## src/rtl/pe_pkg.sv

```systemverilog
// Shared types and constants for the systolic PE wrapper and its drain stage.
package pe_pkg;
    localparam int unsigned PE_LANES = 4;

    typedef enum logic [1:0] {
        IDLE  = 2'd0,
        ACCUM = 2'd1,
        DONE  = 2'd2
    } drain_state_t;
endpackage

```

## src/rtl/pe_acc_drain_if.sv

```systemverilog
// Drain-stage streams: PE output FIFO head word in, accumulated C tile out.
interface pe_acc_drain_if
    import pe_pkg::*;
#(
    parameter int unsigned WIDTH = 4,
    parameter int unsigned ACC_W = 12
);
    logic [PE_LANES-1:0][2*WIDTH:0] pe_cout;
    logic                           pe_cout_val;
    logic                           pe_pop;
    logic [PE_LANES-1:0][ACC_W-1:0] tile;
    logic                           tile_val;
    logic                           tile_rdy;
    logic                           tile_ovf;

    modport master (
        output pe_cout, pe_cout_val, tile_rdy,
        input  pe_pop, tile, tile_val, tile_ovf
    );

    modport slave (
        input  pe_cout, pe_cout_val, tile_rdy,
        output pe_pop, tile, tile_val, tile_ovf
    );
endinterface

```

## src/rtl/pe_acc_lane.sv

```systemverilog
// One saturating accumulator lane: load zero-extends, add clamps at all-ones.
module pe_acc_lane #(
    parameter int unsigned IN_W  = 9,
    parameter int unsigned ACC_W = 12
) (
    input  logic             clk,
    input  logic             rst_n,
    input  logic             load,
    input  logic             add,
    input  logic [IN_W-1:0]  din,
    output logic [ACC_W-1:0] acc,
    output logic             sat_c
);
    localparam logic [ACC_W-1:0] ACC_MAX = '1;

    logic [ACC_W:0] sum_c;

    // One extra bit catches any sum past the accumulator range.
    assign sum_c = {1'b0, acc} + (ACC_W+1)'(din);
    assign sat_c = add & sum_c[ACC_W];

    always_ff @(posedge clk or negedge rst_n) begin
        if (!rst_n) begin
            acc <= '0;
        end else if (load) begin
            acc <= ACC_W'(din);
        end else if (add) begin
            acc <= sum_c[ACC_W] ? ACC_MAX : sum_c[ACC_W-1:0];
        end
    end
endmodule

```

## src/rtl/pe_acc_drain.sv

```systemverilog
// Pops PE result words, sums k_len of them per lane into one 2x2 C tile.
module pe_acc_drain
    import pe_pkg::*;
#(
    parameter  int unsigned WIDTH = 4,
    parameter  int unsigned MAX_K = 16,
    parameter  int unsigned ACC_W = 12,
    localparam int unsigned KW    = $clog2(MAX_K + 1)
) (
    input  logic              clk,
    input  logic              rst_n,
    input  logic [KW-1:0]     k_len,
    pe_acc_drain_if.slave     bus,
    output logic [15:0]       tile_cnt,
    output logic              busy
);
    localparam int unsigned   LANE_W = 2 * WIDTH + 1;
    localparam logic [KW-1:0] K_MAX  = KW'(MAX_K);
    localparam logic [KW-1:0] K_ONE  = KW'(1);

    drain_state_t        state;
    logic [KW-1:0]       k_q;
    logic [KW-1:0]       cnt;
    logic [KW-1:0]       k_eff_c;
    logic [PE_LANES-1:0] sat_c;
    logic                start_c;
    logic                add_c;
    logic                accept_c;

    // Pop is gated by reset so nothing is consumed while the stage is cleared.
    assign bus.pe_pop = rst_n & bus.pe_cout_val & ((state != DONE) | bus.tile_rdy);
    assign start_c    = bus.pe_pop & (state != ACCUM);
    assign add_c      = bus.pe_pop & (state == ACCUM);
    assign accept_c   = (state == DONE) & bus.tile_rdy;

    always_comb begin
        k_eff_c = k_len;
        if (k_len == '0) begin
            k_eff_c = K_ONE;
        end else if (k_len > K_MAX) begin
            k_eff_c = K_MAX;
        end
    end

    for (genvar l = 0; l < PE_LANES; l++) begin : g_lane
        pe_acc_lane #(
            .IN_W  (LANE_W),
            .ACC_W (ACC_W)
        ) u_lane (
            .clk   (clk),
            .rst_n (rst_n),
            .load  (start_c),
            .add   (add_c),
            .din   (bus.pe_cout[l]),
            .acc   (bus.tile[l]),
            .sat_c (sat_c[l])
        );
    end

    always_ff @(posedge clk or negedge rst_n) begin
        if (!rst_n) begin
            state        <= IDLE;
            k_q          <= '0;
            cnt          <= '0;
            tile_cnt     <= '0;
            bus.tile_ovf <= 1'b0;
            bus.tile_val <= 1'b0;
            busy         <= 1'b0;
        end else begin
            if (start_c) begin
                bus.tile_ovf <= 1'b0;
            end else if (add_c && (sat_c != '0)) begin
                bus.tile_ovf <= 1'b1;
            end

            if (accept_c) begin
                tile_cnt <= tile_cnt + 16'd1;
            end

            unique case (state)
                IDLE, DONE: begin
                    if (start_c) begin
                        k_q  <= k_eff_c;
                        cnt  <= K_ONE;
                        busy <= 1'b1;
                        if (k_eff_c == K_ONE) begin
                            state        <= DONE;
                            bus.tile_val <= 1'b1;
                        end else begin
                            state        <= ACCUM;
                            bus.tile_val <= 1'b0;
                        end
                    end else if (accept_c) begin
                        state        <= IDLE;
                        bus.tile_val <= 1'b0;
                        busy         <= 1'b0;
                    end
                end
                ACCUM: begin
                    if (add_c) begin
                        cnt <= cnt + K_ONE;
                        if ((cnt + K_ONE) == k_q) begin
                            state        <= DONE;
                            bus.tile_val <= 1'b1;
                        end
                    end
                end
                default: begin
                    state        <= IDLE;
                    bus.tile_val <= 1'b0;
                    busy         <= 1'b0;
                end
            endcase
        end
    end
endmodule

```

## src/flat_wrapper.sv

```systemverilog
// flat-port wrapper written by rule: the top's interface ports become plain ports
module pe_acc_drain_flat import pe_pkg::*;
#(
    parameter  int unsigned WIDTH = 4,
    parameter  int unsigned MAX_K = 16,
    parameter  int unsigned ACC_W = 12,
    localparam int unsigned KW    = $clog2(MAX_K + 1)
)
  (clk, rst_n, k_len, tile_cnt, busy, bus_pe_cout, bus_pe_cout_val, bus_tile_rdy, bus_pe_pop, bus_tile, bus_tile_val, bus_tile_ovf);
  pe_acc_drain_if #(.WIDTH(WIDTH), .ACC_W(ACC_W)) bus_i ();
  input  logic clk;
  input  logic rst_n;
  input  logic [KW-1:0] k_len;
  output logic [15:0] tile_cnt;
  output logic busy;
  input wire logic [$bits(bus_i.pe_cout)-1:0] bus_pe_cout;
  input wire logic [$bits(bus_i.pe_cout_val)-1:0] bus_pe_cout_val;
  input wire logic [$bits(bus_i.tile_rdy)-1:0] bus_tile_rdy;
  output wire logic [$bits(bus_i.pe_pop)-1:0] bus_pe_pop;
  output wire logic [$bits(bus_i.tile)-1:0] bus_tile;
  output wire logic [$bits(bus_i.tile_val)-1:0] bus_tile_val;
  output wire logic [$bits(bus_i.tile_ovf)-1:0] bus_tile_ovf;
  assign bus_i.pe_cout = bus_pe_cout;
  assign bus_i.pe_cout_val = bus_pe_cout_val;
  assign bus_i.tile_rdy = bus_tile_rdy;
  assign bus_pe_pop = bus_i.pe_pop;
  assign bus_tile = bus_i.tile;
  assign bus_tile_val = bus_i.tile_val;
  assign bus_tile_ovf = bus_i.tile_ovf;
  pe_acc_drain #(.WIDTH(WIDTH), .MAX_K(MAX_K), .ACC_W(ACC_W)) u_core (.clk(clk), .rst_n(rst_n), .k_len(k_len), .bus(bus_i), .tile_cnt(tile_cnt), .busy(busy));
endmodule
```

## config.mk

```make
export PLATFORM = sky130hd
export DESIGN_NAME = pe_acc_drain_flat
export DESIGN_NICKNAME = d
export VERILOG_FILES = /design/src/rtl/pe_pkg.sv /design/src/rtl/pe_acc_drain_if.sv /design/src/rtl/pe_acc_lane.sv /design/src/rtl/pe_acc_drain.sv /design/src/flat_wrapper.sv
export SDC_FILE = /design/constraint.sdc
export NUM_CORES = 1
export LEC_CHECK = 0
export ABC_CLOCK_PERIOD_IN_PS = 2700
export CAP_MARGIN = 10
export CORE_ASPECT_RATIO = 1.4
export CORE_MARGIN = 4
export CORE_UTILIZATION = 34
export CTS_BUF_LIST = sky130_fd_sc_hd__clkbuf_4 sky130_fd_sc_hd__clkbuf_8
export CTS_CLUSTER_DIAMETER = 100
export DETAILED_ROUTE_END_ITERATION = 12
export HOLD_SLACK_MARGIN = 0.08
export PLACE_DENSITY = 0.63
export SYNTH_ARGS = -nofsm -noshare
export SYNTH_HDL_FRONTEND = slang
export SYNTH_HIERARCHICAL = 1
export SYNTH_SLANG_ARGS = --single-unit
```

## constraint.sdc

```tcl
create_clock -name clk -period 2.7 [get_ports clk]
set_clock_uncertainty 0.05 [all_clocks]
set_input_delay 0.405 -clock clk [delete_from_list [all_inputs] [get_ports clk]]
set_output_delay 0.405 -clock clk [all_outputs]
set_load 0.05 [all_outputs]
```

==> impl_metrics.json, run 1 <==
{
  "die_h_um": 157,
  "clkSinkCount": 78,
  "fmax_mhz": 390,
  "p_total_mw": 8.85,
  "drt-pass1-iter-count": 4,
  "drive_gt1_share_pct": 15.5,
  "setup_viol": 0,
  "synth_seq_area_share_pct": 36.2,
  "final_common_cell": "clkdlybuf4s50_1",
  "slew_headroom_pct": 41.5,
  "min_path_type": "in -> async",
  "setup_slack_ns": 0.135,
  "drtIter0Drc": 213,
  "cts_buffer_depth": 2,
  "syn_nets": 654,
  "fp-row-count": 54,
  "synth_top_area_share_pct": 36.2,
  "clk_latency_ns": 0.37,
  "worst_pin_slew_ns": 0.878,
  "route.met2.wl_um": 7290,
  "synth_xor_area_share_pct": 7.95,
  "via_per_inst": 5.27,
  "ys_ff_latch": 78,
  "cts_made_buffers": 9,
  "synthFlopType": "dfrtp_1",
  "top_layer": "met4",
  "stdcell_area_um2": 7370,
  "ir_drop_v": 0.000666,
  "dp_hpwl_um": 10700,
  "fillers": 1504,
  "slew_viol_final": 0,
  "endpoint_kind": "register",
  "yosysWarnings": 6,
  "synth_compound_area_share_pct": 24.5,
  "r2r_setup_slack_ns": 0.23,
  "antennaDiodeCount": 0,
  "slowest_stage": "or4_1",
  "drc": 0,
  "vias": 4941,
  "p_per_area_nw_per_um2": 1200,
  "initial_utilization_pct": 34.6,
  "synth_mux_area_share_pct": 0.626,
  "met1_length_um": 6050,
  "async_reset_ff_share_pct": 100,
  "arrival_ns": 2.77,
  "antenna_found_initial": 0,
  "die_area_um2": 18000,
  "synth_edf_count": 0,
  "path_max_fanout": 4,
  "critical_path.startpoint": "bus_pe_cout[0]",
  "fin_util_pct": 47.3,
  "hold_violations": 0,
  "max_stage_delay_ns": 0.49,
  "synth_top_family_by_area": "compound AO/OA/AOI/OAI gates",
  "place.gp.congestion": 0.801,
  "crit_required_ns": 2.91,
  "grt_use_total_pct": 16.7,
  "die_x_um": 114,
  "fin_nets": 823,
  "synth_area_um2": 5400,
  "dpl-instance-area_um2": 7160,
  "wl_per_cell_um": 15.3,
  "r2r_cells": 9,
  "synthTopCellsByArea": "dfrtp_1 36%, ha_1 8.8%, xnor2_1 5.2%",
  "regToRegEndpoint": "u_core/bus.tile_ovf$_DFFE_PN0P_",
  "synthSimpleGateAreaFrac_pct": 17.8,
  "cts_tree": "built",
  "cts.root.buffer_cell": "clkbuf_8",
  "ant_nets": 0,
  "crit_chain": "clkdlybuf4s50_1 > ha_1 > fa_2 > a21oi_2 > o211a_4 > o21a_1 > nor3_1 > or4_1 > a21oi_1 > nor2_1",
  "wl_met3_um": 549,
  "grt_max_degree": 66,
  "routed_wl_um": 14300,
  "syn_inst": 567,
  "synth_fa_ha_area_share_pct": 10.3,
  "path_clk_slew_ns": 0.09,
  "status": "finished, final reports clean",
  "final_cell_mix": "110 x clkdlybuf4s50_1, 76 x dfrtp_1, 57 x buf_4, 47 x nand2_1, 38 x ha_1",
  "path_delay_family": "compound AO/OA/AOI/OAI gates",
  "start_kind": "primary input",
  "path_buf_inv": 1,
  "synth.avg_cell_area_um2": 9.52,
  "gr-total-overflow": 0,
  "reg2reg_from": "u_core/g_lane[3].u_lane/acc[0]$_DFFE_PN0P_",
  "grt_pass1_vias": 5269,
  "min_period_ns": 2.57,
  "cap_violations": 0,
  "rsz0062_at_grt": "false",
  "ys_types": 56,
  "period_share_pct": 95.0,
  "port_buffers": 112,
  "leakagePower_nw": 3.07,
  "htreeDepth": 3,
  "crit_type": "in -> reg",
  "synth_area_leader_cell": "dfrtp_1",
  "ioPinCount": 113,
  "place_ws_ns": -0.312,
  "area_growth_pct": 36.7,
  "grt_pass1_wl_um": 24700,
  "cp.depth": 10,
  "hold-worst-slack_ns": 0.387,
  "core_um2": 15600
}
-- cell type report --
class | count | area, µm² | area share, %
Clock inverter | 7 | 81.3 | 1.10
Tap cell | 196 | 245 | 3.33
Multi-Input combinational cell | 461 | 3310 | 44.9
Sequential cell | 78 | 1950 | 26.5
Timing Repair Buffer | 171 | 1600 | 21.7
Inverter | 15 | 56.3 | 0.763
Clock buffer | 9 | 124 | 1.68
-- power breakdown --
group,switching (mW),leakage (nW),total (mW),internal (mW)
logic,3.29,2.02,5.85,2.56
clock network,0.493,0.100,0.931,0.438
registers,0.458,0.954,2.06,1.61
total,4.24,3.07,8.85,4.61
-- worst max path at each step --
| stage | end | slack (ns) |
|---|---|---|
| floorplan | u_core/bus.tile_ovf$_DFFE_PN0P_ | 0.02 |
| global placement | u_core/bus.tile_ovf$_DFFE_PN0P_ | -0.28 |
| detailed placement | u_core/bus.tile_ovf$_DFFE_PN0P_ | -0.31 |
| CTS | u_core/bus.tile_ovf$_DFFE_PN0P_ | 0.09 |
| global route | u_core/bus.tile_ovf$_DFFE_PN0P_ | 0.02 |
| finish | u_core/bus.tile_ovf$_DFFE_PN0P_ | 0.13 |
-- per-stage QoR --
stage / cells / setup TNS (ns)
detailed placement: 920 / -0.643
global route: 937 / 0
CTS: 937 / 0
finish: 937 / 0
global placement: 920 / -0.323
floorplan: 567 / 0
-- flip-flops by register name (all words and copies together), names as in the netlist --
name,flops
u_core/bus.tile_ovf,1
u_core/state,1
u_core/busy,1
u_core/cnt,5
u_core/tile_cnt,16
u_core/k_q,5
u_core/bus.tile_val,1
u_core/g_lane.u_lane/acc,48
-- cells in the mapped netlist (all sizes together) (5+ instances only) --
cell type / n
and3: 8
nand2: 47
nor2: 25
or3: 13
nand2b: 8
clkbuf: 8
a21oi: 38
nor3: 16
inv: 15
o21ai: 48
ha: 38
a211oi: 5
o22ai: 24
o211a: 12
o21a: 12
xor2: 17
dfrtp: 78
xnor2: 32
a21o: 12
nand3: 33
o21bai: 9
-- what timing repair did --
action,4_1_cts,5_1_grt
hold buffers,1,0
buffers inserted,0,0
gates resized for setup,0,1
setup endpoints to repair,0,1
hold endpoints to repair,13,0
-- cells by family (layout without fill, tap and decap cells) --
family | Yosys count | in the layout
and+or+nand+nor | 178 | 178
DFF | 78 | 78
buffers and inverters | 28 | 202
adders and majority gates | 42 | 42
AOI/OAI and AO/OA | 189 | 189
muxes | 3 | 3
xor gates and xnor gates | 49 | 49
-- per-layer routing --
layer / track usage [%] / vias to the layer above
met2: 29.7 / 99
met3: 2.31 / 23
met1: 19.6 / 2361
met5: 0 / -
met4: 8.04 / 0
li1: - / 2458
(Power assumes the default switching activity.)
==> inputs of run 2 (changes only) <==
--- a/config.mk
+++ b/config.mk
@@ -13,8 +13,9 @@
 export CTS_BUF_LIST = sky130_fd_sc_hd__clkbuf_4 sky130_fd_sc_hd__clkbuf_8
 export CTS_CLUSTER_DIAMETER = 100
 export DETAILED_ROUTE_END_ITERATION = 12
+export DONT_BUFFER_PORTS = 1
 export HOLD_SLACK_MARGIN = 0.08
-export PLACE_DENSITY = 0.63
+export PLACE_DENSITY = 0.54
 export SYNTH_ARGS = -nofsm -noshare
 export SYNTH_HDL_FRONTEND = slang
 export SYNTH_HIERARCHICAL = 1
==> constraint.sdc (replaced) <==
create_clock -name clk -period 2.7 [get_ports clk]
set_clock_uncertainty 0.05 [all_clocks]
set_input_delay 0.405 -clock clk [delete_from_list [all_inputs] [get_ports clk]]
set_output_delay 0.405 -clock clk [all_outputs]
set_load 0.1 [all_outputs]
==> impl_metrics.json, run 2 (synthesis results as in run 1) <==
{
  "status": "finished, final reports clean",
  "grt_pass1_vias": 4996,
  "drive_gt1_share_pct": 20.4,
  "grt_use_total_pct": 16.5,
  "cts_made_buffers": 9,
  "routed_wl_um": 14300,
  "period_share_pct": 97.5,
  "fp-row-count": 54,
  "clk_latency_ns": 0.37,
  "regToRegEndpoint": "u_core/bus.tile_ovf$_DFFE_PN0P_",
  "core_um2": 15600,
  "ioPinCount": 113,
  "rsz0062_at_grt": "false",
  "crit_type": "reg -> reg",
  "drtIter0Drc": 167,
  "fmax_mhz": 380,
  "gr-total-overflow": 0,
  "drt-pass1-iter-count": 4,
  "tns_ns": 0,
  "via_per_inst": 5.47,
  "setup_viol": 0,
  "cts_tree": "built",
  "drc": 0,
  "min_period_ns": 2.63,
  "holdPathEnd": "u_core/g_lane[3].u_lane/acc[0]$_DFFE_PN0P_",
  "hold_violations": 0,
  "min-delay-start": "bus_pe_cout[27]",
  "wl_per_cell_um": 16.9,
  "dp_hpwl_um": 10300,
  "largest_register_ffs": 48,
  "top_register": "u_core/g_lane.u_lane/acc",
  "area_growth_pct": 19.3,
  "place.gp.congestion": 0.865,
  "initial_utilization_pct": 34.6,
  "vias": 4630,
  "htreeDepth": 3,
  "min_path_type": "in -> reg",
  "endpoint_kind": "register",
  "post_cts_buffers": 0,
  "final_common_cell": "dfrtp_1",
  "reg2reg_from": "u_core/g_lane[0].u_lane/acc[0]$_DFFE_PN0P_",
  "final_cell_mix": "74 x dfrtp_1, 70 x buf_4, 47 x nand2_1, 38 x ha_1, 32 x xnor2_1",
  "r2r_cells": 9,
  "port_buffers": 0,
  "ant_nets": 0,
  "arrival_ns": 2.84,
  "die_h_um": 157,
  "start_kind": "register",
  "r2r_setup_slack_ns": 0.07,
  "worst_pin_slew_ns": 0.974,
  "hold_path_depth": 2,
  "die_area_um2": 18000,
  "fin_nets": 733,
  "antennaDiodeCount": 0,
  "slew_headroom_pct": 35.1,
  "path_max_fanout": 4,
  "grt_pass1_wl_um": 24100,
  "path_clk_slew_ns": 0.09,
  "slew_viol_final": 0,
  "antenna_found_initial": 0,
  "grt_max_degree": 79,
  "cts_buffer_depth": 2,
  "top_regs": "u_core/g_lane.u_lane/acc x48, u_core/tile_cnt x16",
  "clkSinkCount": 78,
  "die_x_um": 114,
  "cap_violations": 0,
  "crit_required_ns": 2.91,
  "cts.root.buffer_cell": "clkbuf_8"
}
## run 2: cell types whose count changed in the layout (fill, tap and decap cells not counted), moves of 2 or more
cell | before | now
buf_4 | 57 | 70
clkdlybuf4s50_1 | 110 | 0
clkinv_4 | 3 | 0
clkinvlp_4 | 1 | 3
dfrtp_1 | 76 | 74
dfrtp_2 | 2 | 4
dlygate4sd3_1 | 1 | 8
## run 2: through the flow
stage | cells | hold slack, ns | instance area (µm²) | util [%] | setup slack, ns
3_5_place_dp | 822 | 0.0637 | 6140 | 39.3 | 0.0449
3_3_place_gp | 822 | 0.0634 | 6140 | 39.3 | 0.0968
4_1_cts | 846 | 0.0801 | 6420 | 41.1 | 0.0531
6_report | 847 | 0.108 | 6430 | 41.2 | 0.0670
5_1_grt | 847 | 0.0836 | 6430 | 41.2 | 0.00197
2_1_floorplan | 567 | 0.0594 | 5410 | - | -0.154
## run 2: worst max path at each step
stage / from / to / slack, ns / cells past startpoint
after floorplan: u_core/g_lane[1].u_lane/acc[5]$_DFFE_PN0P_ / u_core/bus.tile_ovf$_DFFE_PN0P_ / -0.15 / 8
after global placement: bus_pe_cout[0] / u_core/bus.tile_ovf$_DFFE_PN0P_ / 0.1 / 9
after detailed placement: bus_pe_cout[9] / u_core/bus.tile_ovf$_DFFE_PN0P_ / 0.04 / 9
after CTS: u_core/g_lane[1].u_lane/acc[0]$_DFFE_PN0P_ / u_core/bus.tile_ovf$_DFFE_PN0P_ / 0.05 / 9
final: u_core/g_lane[0].u_lane/acc[0]$_DFFE_PN0P_ / u_core/bus.tile_ovf$_DFFE_PN0P_ / 0.07 / 9
after global routing: u_core/g_lane[0].u_lane/acc[0]$_DFFE_PN0P_ / u_core/bus.tile_ovf$_DFFE_PN0P_ / 0.002 / 9
## run 2: critical path, stage by stage (launching register included)
cell and delay, ns:
dfrtp_2 0.41, ha_1 0.23, fa_1 0.42, a21oi_2 0.18, o211a_4 0.21, o21a_1 0.19
nor3_1 0.09, or4_1 0.54, a21oi_2 0.17, nor2_1 0.05
## run 2: layout make-up
cell class | instances | area, µm²
clock buffers | 9 | 124
multi-input cells | 461 | 3320
repair buffers | 81 | 673
fillers | 1548 | 9170
clock inverters | 7 | 56.3
flip-flops and latches | 78 | 1960
inverters | 15 | 56.3
well taps | 196 | 245
## run 2: repair_timing
| item | 4_1_cts | 5_1_grt |
|---|---|---|
| hold buffers | 8 | 1 |
| endpoints found under the hold margin | 84 | 1 |
| resized for setup | 0 | 3 |
| endpoints found under the setup margin | 0 | 1 |
## run 2: per-layer routing
| metal | global-route usage, % | share of wire, % | wire length [µm] |
|---|---|---|---|
| met1 | 18.8 | 40 | 5710 |
| met2 | 28.9 | 52 | 7360 |
| met3 | 5.50 | 7.2 | 1030 |
| met4 | 4.98 | 1.4 | 197 |
| met5 | 0 | 0 | 0 |
Power of run 2 is left out: the tool's default activity adds up to more than one toggle a clock period on the data nets, which glitch-free logic cannot reach.
